## src/rtl/song_note_feeder_if.sv

```systemverilog
// Bundles the song-ROM side and the comparator-side stream of song_note_feeder.
// The master modport is the feeder; the slave modport is its environment.
interface song_note_feeder_if #(
   parameter int ADDR_W = 8
);
   logic              start;
   logic [1:0]        song_sel;
   logic              read_en;
   logic              rom_en;
   logic [ADDR_W-1:0] rom_addr;
   logic [10:0]       rom_data;
   logic [9:0]        data_out;
   logic              output_ready;
   logic              song_done;
   logic [ADDR_W-3:0] note_index;

   modport master (
      input  start, song_sel, read_en, rom_data,
      output rom_en, rom_addr, data_out, output_ready, song_done, note_index
   );

   modport slave (
      output start, song_sel, read_en, rom_data,
      input  rom_en, rom_addr, data_out, output_ready, song_done, note_index
   );
endinterface

```

## src/rtl/song_note_feeder.sv

```systemverilog
// Walks one segment of a synchronous song ROM and presents the stored note words
// as a first-word-fall-through stream through a 2-entry buffer.
module song_note_feeder #(
   parameter int ADDR_W = 8
) (
   input  logic                clk,
   input  logic                rst_n,
   song_note_feeder_if.master  bus
);
   localparam int OFF_W = ADDR_W - 2;

   typedef enum logic [1:0] {IDLE, RUN, DRAIN, DONE} state_e;

   state_e            state_q, state_d;
   logic [1:0]        sel_q, sel_d;
   logic [OFF_W-1:0]  offset_q, offset_d;
   logic [OFF_W-1:0]  note_index_q, note_index_d;
   logic              guard_q, guard_d;
   logic              rom_en_q, rom_en_d;
   logic [ADDR_W-1:0] rom_addr_q, rom_addr_d;
   logic              rv_q, rv_d;
   logic [9:0]        head_q, head_d, tail_q, tail_d;
   logic [1:0]        cnt_q, cnt_d;
   logic              ready_q, ready_d;
   logic              done_q, done_d;
   logic              push, pop, marker;

   // NOTE: every variable written here gets a default first, so no path can infer a latch.
   always_comb begin
      state_d      = state_q;
      sel_d        = sel_q;
      offset_d     = offset_q;
      note_index_d = note_index_q;
      guard_d      = guard_q;
      rom_en_d     = 1'b0;
      rom_addr_d   = rom_addr_q;
      head_d       = head_q;
      tail_d       = tail_q;
      cnt_d        = cnt_q;
      // A word is on rom_data the cycle after its strobe; start orphans whatever is outstanding.
      rv_d         = rom_en_q & ~bus.start;
      marker       = rv_q & bus.rom_data[10];
      push         = rv_q & ~bus.rom_data[10] & (state_q == RUN) & ~bus.start;
      pop          = bus.read_en & ready_q & ~bus.start;

      if (bus.start) begin
         state_d      = RUN;
         sel_d        = bus.song_sel;
         offset_d     = OFF_W'(1);
         note_index_d = '0;
         cnt_d        = 2'd0;
         guard_d      = 1'b0;
         rom_en_d     = 1'b1;
         rom_addr_d   = {bus.song_sel, {OFF_W{1'b0}}};
      end else begin
         note_index_d = note_index_q + OFF_W'(pop);

         case ({push, pop})
            2'b10: begin
               if (cnt_q == 2'd0) head_d = bus.rom_data[9:0];
               else               tail_d = bus.rom_data[9:0];
               cnt_d = cnt_q + 2'd1;
            end
            2'b01: begin
               head_d = tail_q;
               cnt_d  = cnt_q - 2'd1;
            end
            2'b11: begin
               if (cnt_q == 2'd2) begin
                  head_d = tail_q;
                  tail_d = bus.rom_data[9:0];
               end else begin
                  head_d = bus.rom_data[9:0];
               end
            end
            default: ;
         endcase

         // The guard word is the last one returning once no newer strobe is pending.
         case (state_q)
            RUN:     if (marker || (guard_q && rv_q && !rom_en_q)) state_d = DRAIN;
            DRAIN:   if ((cnt_d == 2'd0) && !rom_en_q) state_d = DONE;
            default: ;
         endcase

         // Issue only if every outstanding word is guaranteed a buffer slot without relying on future pops.
         if ((state_d == RUN) && !guard_q &&
             (({1'b0, cnt_d} + {2'b00, rom_en_q}) < 3'd2)) begin
            rom_en_d   = 1'b1;
            rom_addr_d = {sel_q, offset_q};
            offset_d   = offset_q + OFF_W'(1);
            guard_d    = &offset_q;
         end
      end

      ready_d = (cnt_d != 2'd0);
      done_d  = (state_d == DONE);
   end

   // NOTE: sequential state uses non-blocking assignments so every flop samples pre-edge values.
   // NOTE: the two buffer words are plain flops and are reset too, keeping data_out at 0 out of reset.
   always_ff @(posedge clk or negedge rst_n) begin
      if (!rst_n) begin
         state_q      <= IDLE;
         sel_q        <= 2'd0;
         offset_q     <= '0;
         note_index_q <= '0;
         guard_q      <= 1'b0;
         rom_en_q     <= 1'b0;
         rom_addr_q   <= '0;
         rv_q         <= 1'b0;
         head_q       <= '0;
         tail_q       <= '0;
         cnt_q        <= 2'd0;
         ready_q      <= 1'b0;
         done_q       <= 1'b0;
      end else begin
         state_q      <= state_d;
         sel_q        <= sel_d;
         offset_q     <= offset_d;
         note_index_q <= note_index_d;
         guard_q      <= guard_d;
         rom_en_q     <= rom_en_d;
         rom_addr_q   <= rom_addr_d;
         rv_q         <= rv_d;
         head_q       <= head_d;
         tail_q       <= tail_d;
         cnt_q        <= cnt_d;
         ready_q      <= ready_d;
         done_q       <= done_d;
      end
   end

   assign bus.rom_en       = rom_en_q;
   assign bus.rom_addr     = rom_addr_q;
   assign bus.data_out     = head_q;
   assign bus.output_ready = ready_q;
   assign bus.song_done    = done_q;
   assign bus.note_index   = note_index_q;
endmodule

```

## src/flat_wrapper.sv

```systemverilog
// flat-port wrapper written by rule: the top's interface ports become plain ports
module song_note_feeder_flat 
#(
   parameter int ADDR_W = 8
)
  (clk, rst_n, bus_start, bus_song_sel, bus_read_en, bus_rom_data, bus_rom_en, bus_rom_addr, bus_data_out, bus_output_ready, bus_song_done, bus_note_index);
  song_note_feeder_if #(.ADDR_W(ADDR_W)) bus_i ();
  input  logic clk;
  input  logic rst_n;
  input wire logic [$bits(bus_i.start)-1:0] bus_start;
  input wire logic [$bits(bus_i.song_sel)-1:0] bus_song_sel;
  input wire logic [$bits(bus_i.read_en)-1:0] bus_read_en;
  input wire logic [$bits(bus_i.rom_data)-1:0] bus_rom_data;
  output wire logic [$bits(bus_i.rom_en)-1:0] bus_rom_en;
  output wire logic [$bits(bus_i.rom_addr)-1:0] bus_rom_addr;
  output wire logic [$bits(bus_i.data_out)-1:0] bus_data_out;
  output wire logic [$bits(bus_i.output_ready)-1:0] bus_output_ready;
  output wire logic [$bits(bus_i.song_done)-1:0] bus_song_done;
  output wire logic [$bits(bus_i.note_index)-1:0] bus_note_index;
  assign bus_i.start = bus_start;
  assign bus_i.song_sel = bus_song_sel;
  assign bus_i.read_en = bus_read_en;
  assign bus_i.rom_data = bus_rom_data;
  assign bus_rom_en = bus_i.rom_en;
  assign bus_rom_addr = bus_i.rom_addr;
  assign bus_data_out = bus_i.data_out;
  assign bus_output_ready = bus_i.output_ready;
  assign bus_song_done = bus_i.song_done;
  assign bus_note_index = bus_i.note_index;
  song_note_feeder #(.ADDR_W(ADDR_W)) u_core (.clk(clk), .rst_n(rst_n), .bus(bus_i));
endmodule
```

## config.mk

```make
export PLATFORM = sky130hd
export DESIGN_NAME = song_note_feeder_flat
export DESIGN_NICKNAME = d
export VERILOG_FILES = /design/src/rtl/song_note_feeder_if.sv /design/src/rtl/song_note_feeder.sv /design/src/flat_wrapper.sv
export SDC_FILE = /design/constraint.sdc
export NUM_CORES = 1
export LEC_CHECK = 0
export CAP_MARGIN = 15
export CORE_AREA = 2 2 73 75
export CTS_BUF_LIST = sky130_fd_sc_hd__clkbuf_4 sky130_fd_sc_hd__clkbuf_8
export DETAILED_ROUTE_END_ITERATION = 8
export DIE_AREA = 0 0 75 77
export PLACE_DENSITY = 0.86
export RECOVER_POWER = 50
export REMOVE_ABC_BUFFERS = 1
export SLEW_MARGIN = 20
export SYNTH_ARGS = -nofsm -noshare
export SYNTH_HDL_FRONTEND = slang
export SYNTH_SLANG_ARGS = --single-unit
```

## constraint.sdc

```tcl
create_clock -name clk -period 5.63 [get_ports clk]
set_input_delay 0.563 -clock clk [delete_from_list [all_inputs] [get_ports clk]]
set_output_delay 0.563 -clock clk [all_outputs]
set_load 0.01 [all_outputs]
```

==> impl_metrics.csv <==
group,metric,value,unit
run_status,status,"finished, violations left",
run_status,violations,"capacitance limit, slew limit",
clock_tree,h-tree-depth,2,
clock_tree,ctsHoldBuffers,0,
synthesis,synthArstFlopShare,100.0,%
final_layout,insertedDiodeCount,0,
synthesis,ys_types,42,
job,max_cap_violations,1,
grt,grt_use_total,17.18,%
die,dieWidth,75,um
clock_tree,insertion_delay,0.29,ns
detailed_routing,vias_per_cell,5.094,
sta,timing.final.ws_setup,1.221,ns
grt,grt_use_met3,2.891,%
final_layout,mostFrequentLayoutCell,"dfrtp_1",
die,die_area,5775,sq um
sta,clock.fmax,226.8,MHz
detailed_routing,drt-pass1-iter-count,4,
final_layout,areaGrowthSynthToFinish,23.83,%
die,rows,26,
synthesis,synth_area,2405,sq um
clock_tree,post_cts_resized,0,
clock_tree,clk_transition_reported_paths,0.08,ns
setup_path,start_kind,"primary input",
power_and_ir_drop,vdd.ir_drop.worst,0.2925,mV
detailed_routing,wl,4477,um
synthesis,synth_edf_count,0,
sta,finalSetupViolCount,0,
sta,worst_pin_slew,2.604,ns
power_and_ir_drop,power_switching,0.0003837,W
detailed_routing,wl_per_cell,13.53,um
synthesis,yosys-top-cells-area,"dfrtp_1 (53%), ha_1 (4.7%), mux2_2 (4.2%)",
grt,grt_antenna_before_repair,0,
clock_tree,cts_tree,"yes",
setup_path,worstPathRequired,5.81,ns
die,core_area,4977,sq um
grt,grt_max_degree,52,
grt,grt_pass1_wl,7659,um
synthesis,syn-instance-count,216,
final_layout,layout_common_cells,"dfrtp_1 (51), clkdlybuf4s50_1 (33), nor2_1 (24)",
detailed_routing,drc_errors,0,
die,chipHeight,77,um
final_layout,final_layout_size_suffix_gt1_share,8.812,%
place,place_worst_setup_slack,1.693,ns
sta,rsz0062_at_grt,"false",
clock_tree,post_cts_buffers,0,
synthesis,yosys_warnings,0,
sta,maxSlewViolCount,52,
detailed_routing,ant_nets,0,
die,top_level_ports,44,
power_and_ir_drop,power_frac_clock,17.8,%
grt,met1_usage,22.12,%
worst_hold_path,hp-class,"reg -> reg",
sta,max-slew-margin-rel,-73.58,%
synthesis,avgSynthCellArea,11.13,sq um
final_layout,multi_input_area,1054,sq um
setup_path,crit_fanout,32,
die,start_util,48.32,%
clock_tree,cts_buffers,5,
setup_path,crit_type,"in -> reg",
final_layout,ff_latch_area,1276,sq um
power_and_ir_drop,seqPwrFrac,44.6,%
power_and_ir_drop,intPower,0.0007724,W
final_layout,fillers,411,
synthesis,yosys_most_used_dff,"dfrtp_1",
power_and_ir_drop,power_density,388.2,nW/um^2
sta,setup_tns,0,ns
power_and_ir_drop,p_leak,1.382,nW
clock_tree,cts.sinks,51,
synthesis,yosysTopAreaCell,"dfrtp_1",
place,hpwl,3205,um
sta,fin_crit_sh,78.31,%
power_and_ir_drop,swShare,33.19,%
setup_path,worstPathArrival,4.59,ns
clock_tree,ctsRootBufferMaster,"clkbuf_8",
place,io_buffers,43,
detailed_routing,vias,1686,
grt,grt_pass1_vias,1670,
synthesis,ys_seq_area_share,53.07,%
grt,busiest_layer,"met2",
grt,grt-ovfl-total,0,
setup_path,end_kind,"flip-flop",
final_layout,finalNetCount,287,
synthesis,synth_top_area_share,53.07,%
place,place.gp.congestion,0.7566,
detailed_routing,drt-initial-drc-count,119,
power_and_ir_drop,power_frac_comb,37.5,%
sta,hold_violations,0,
synthesis,ys_ff_latch,51,
sta,fin_skew,0.006162,ns
sta,period_needed,4.409,ns
grt,use_met2,28.16,%
clock_tree,clockBufferDepth,2,
==> critical path: stages <==
cell and delay [ns]:
clkdlybuf4s50_1 0.45, clkbuf_1 1.00, nand3b_1 0.28, inv_1 0.12, ha_1 0.27, xnor2_1 0.23
or3_1 0.17, nand4_1 0.19, a211oi_4 0.83, nor2_2 0.11, mux2_1 0.36
==> power by group through the flow <==
stage / combinational, W / clock, W / sequential, W
3_5_place_dp: 0.000445 / 0 / 0.000525
4_1_cts: 0.000447 / 0.000214 / 0.000518
5_1_grt: 0.000474 / 0.000230 / 0.000531
6_report: 0.000434 / 0.000206 / 0.000516
2_1_floorplan: 0.000238 / 0 / 0.000541
3_3_place_gp: 0.000433 / 0 / 0.000522
==> per-stage QoR <==
stage          util, %  instance area (sq um)  hold slack (ns)  cells  total power [W]
2_1_floorplan        -                   2367           0.2674    209        0.0007798
3_3_place_gp     58.17                   2895           0.4622    324        0.0009557
3_5_place_dp     58.17                   2895           0.4692    324        0.0009694
4_1_cts          59.93                   2983           0.4893    331         0.001179
5_1_grt          59.83                   2978           0.5180    331         0.001235
6_report         59.83                   2978           0.4775    331         0.001156
==> registers in the layout, summed over array words and instances, names as in the netlist <==
signal / flops
u_core.bus.data_out: 10
u_core.bus.note_index: 6
u_core.bus.output_ready: 1
u_core.bus.rom_addr: 8
u_core.bus.rom_en: 1
u_core.bus.song_done: 1
u_core.cnt_q: 2
u_core.guard_q: 1
u_core.offset_q: 6
u_core.rv_q: 1
u_core.sel_q: 2
u_core.state_q: 2
u_core.tail_q: 10
==> final cells by class <==
cell class	count	area share (%)
multi-input combinational	148	35.38
clock buffer	6	2.773
timing repair buffer	45	14.62
inverter	10	1.261
tap	70	2.941
clock inverter	1	0.1681
sequential	51	42.86
==> synth_stat cells, drive strengths merged (3+ instances only) <==
cell type,count
a21bo,3
a21oi,8
a22oi,10
and3,4
clkbuf,5
dfrtp,51
ha,9
inv,10
mux2,14
mux2i,7
nand2,14
nand3,3
nand3b,4
nor2,25
nor2b,3
nor3,3
o21ai,15
xnor2,4
xor2,3
==> per-layer routing <==
layer / vias to the layer above / wire length [um]
li1: 842 / -
met1: 812 / 1977
met5: - / 0
met3: 6 / 119
met2: 26 / 2317
met4: 0 / 63
==> final timing paths <==
kind | from | to | slack, ns | cells after the start
min in group asynchronous | rst_n | u_core.bus.rom_addr[5]$_DFFE_PN0P_ | 1.08 | 1
min reg2reg | u_core.bus.data_out[4]$_DFFE_PN0P_ | u_core.bus.data_out[4]$_DFFE_PN0P_ | 0.48 | 2
min | u_core.bus.data_out[4]$_DFFE_PN0P_ | u_core.bus.data_out[4]$_DFFE_PN0P_ | 0.48 | 2
max | bus_start | u_core.bus.rom_addr[6]$_DFFE_PN0P_ | 1.22 | 11
max in group asynchronous | rst_n | u_core.bus.data_out[0]$_DFFE_PN0P_ | 3.08 | 1
max reg2reg | u_core.state_q[1]$_DFF_PN0_ | u_core.bus.rom_addr[6]$_DFFE_PN0P_ | 2.24 | 11
==> cell families (layout without fill, tap and decap cells) <==
logic type               Yosys count  count (layout)  synth area share, %
AND/OR/NAND/NOR                   64              64                12.64
AO/OA/AOI/OAI                     47              47                14.15
flip-flops                        51              51                53.07
adder cells (fa/ha/maj)            9               9                4.683
XOR/XNOR                           7               7                2.862
buffers and inverters             17              62                3.122
multiplexers                      21              21                9.469
Power figures use the tool's default switching activity.
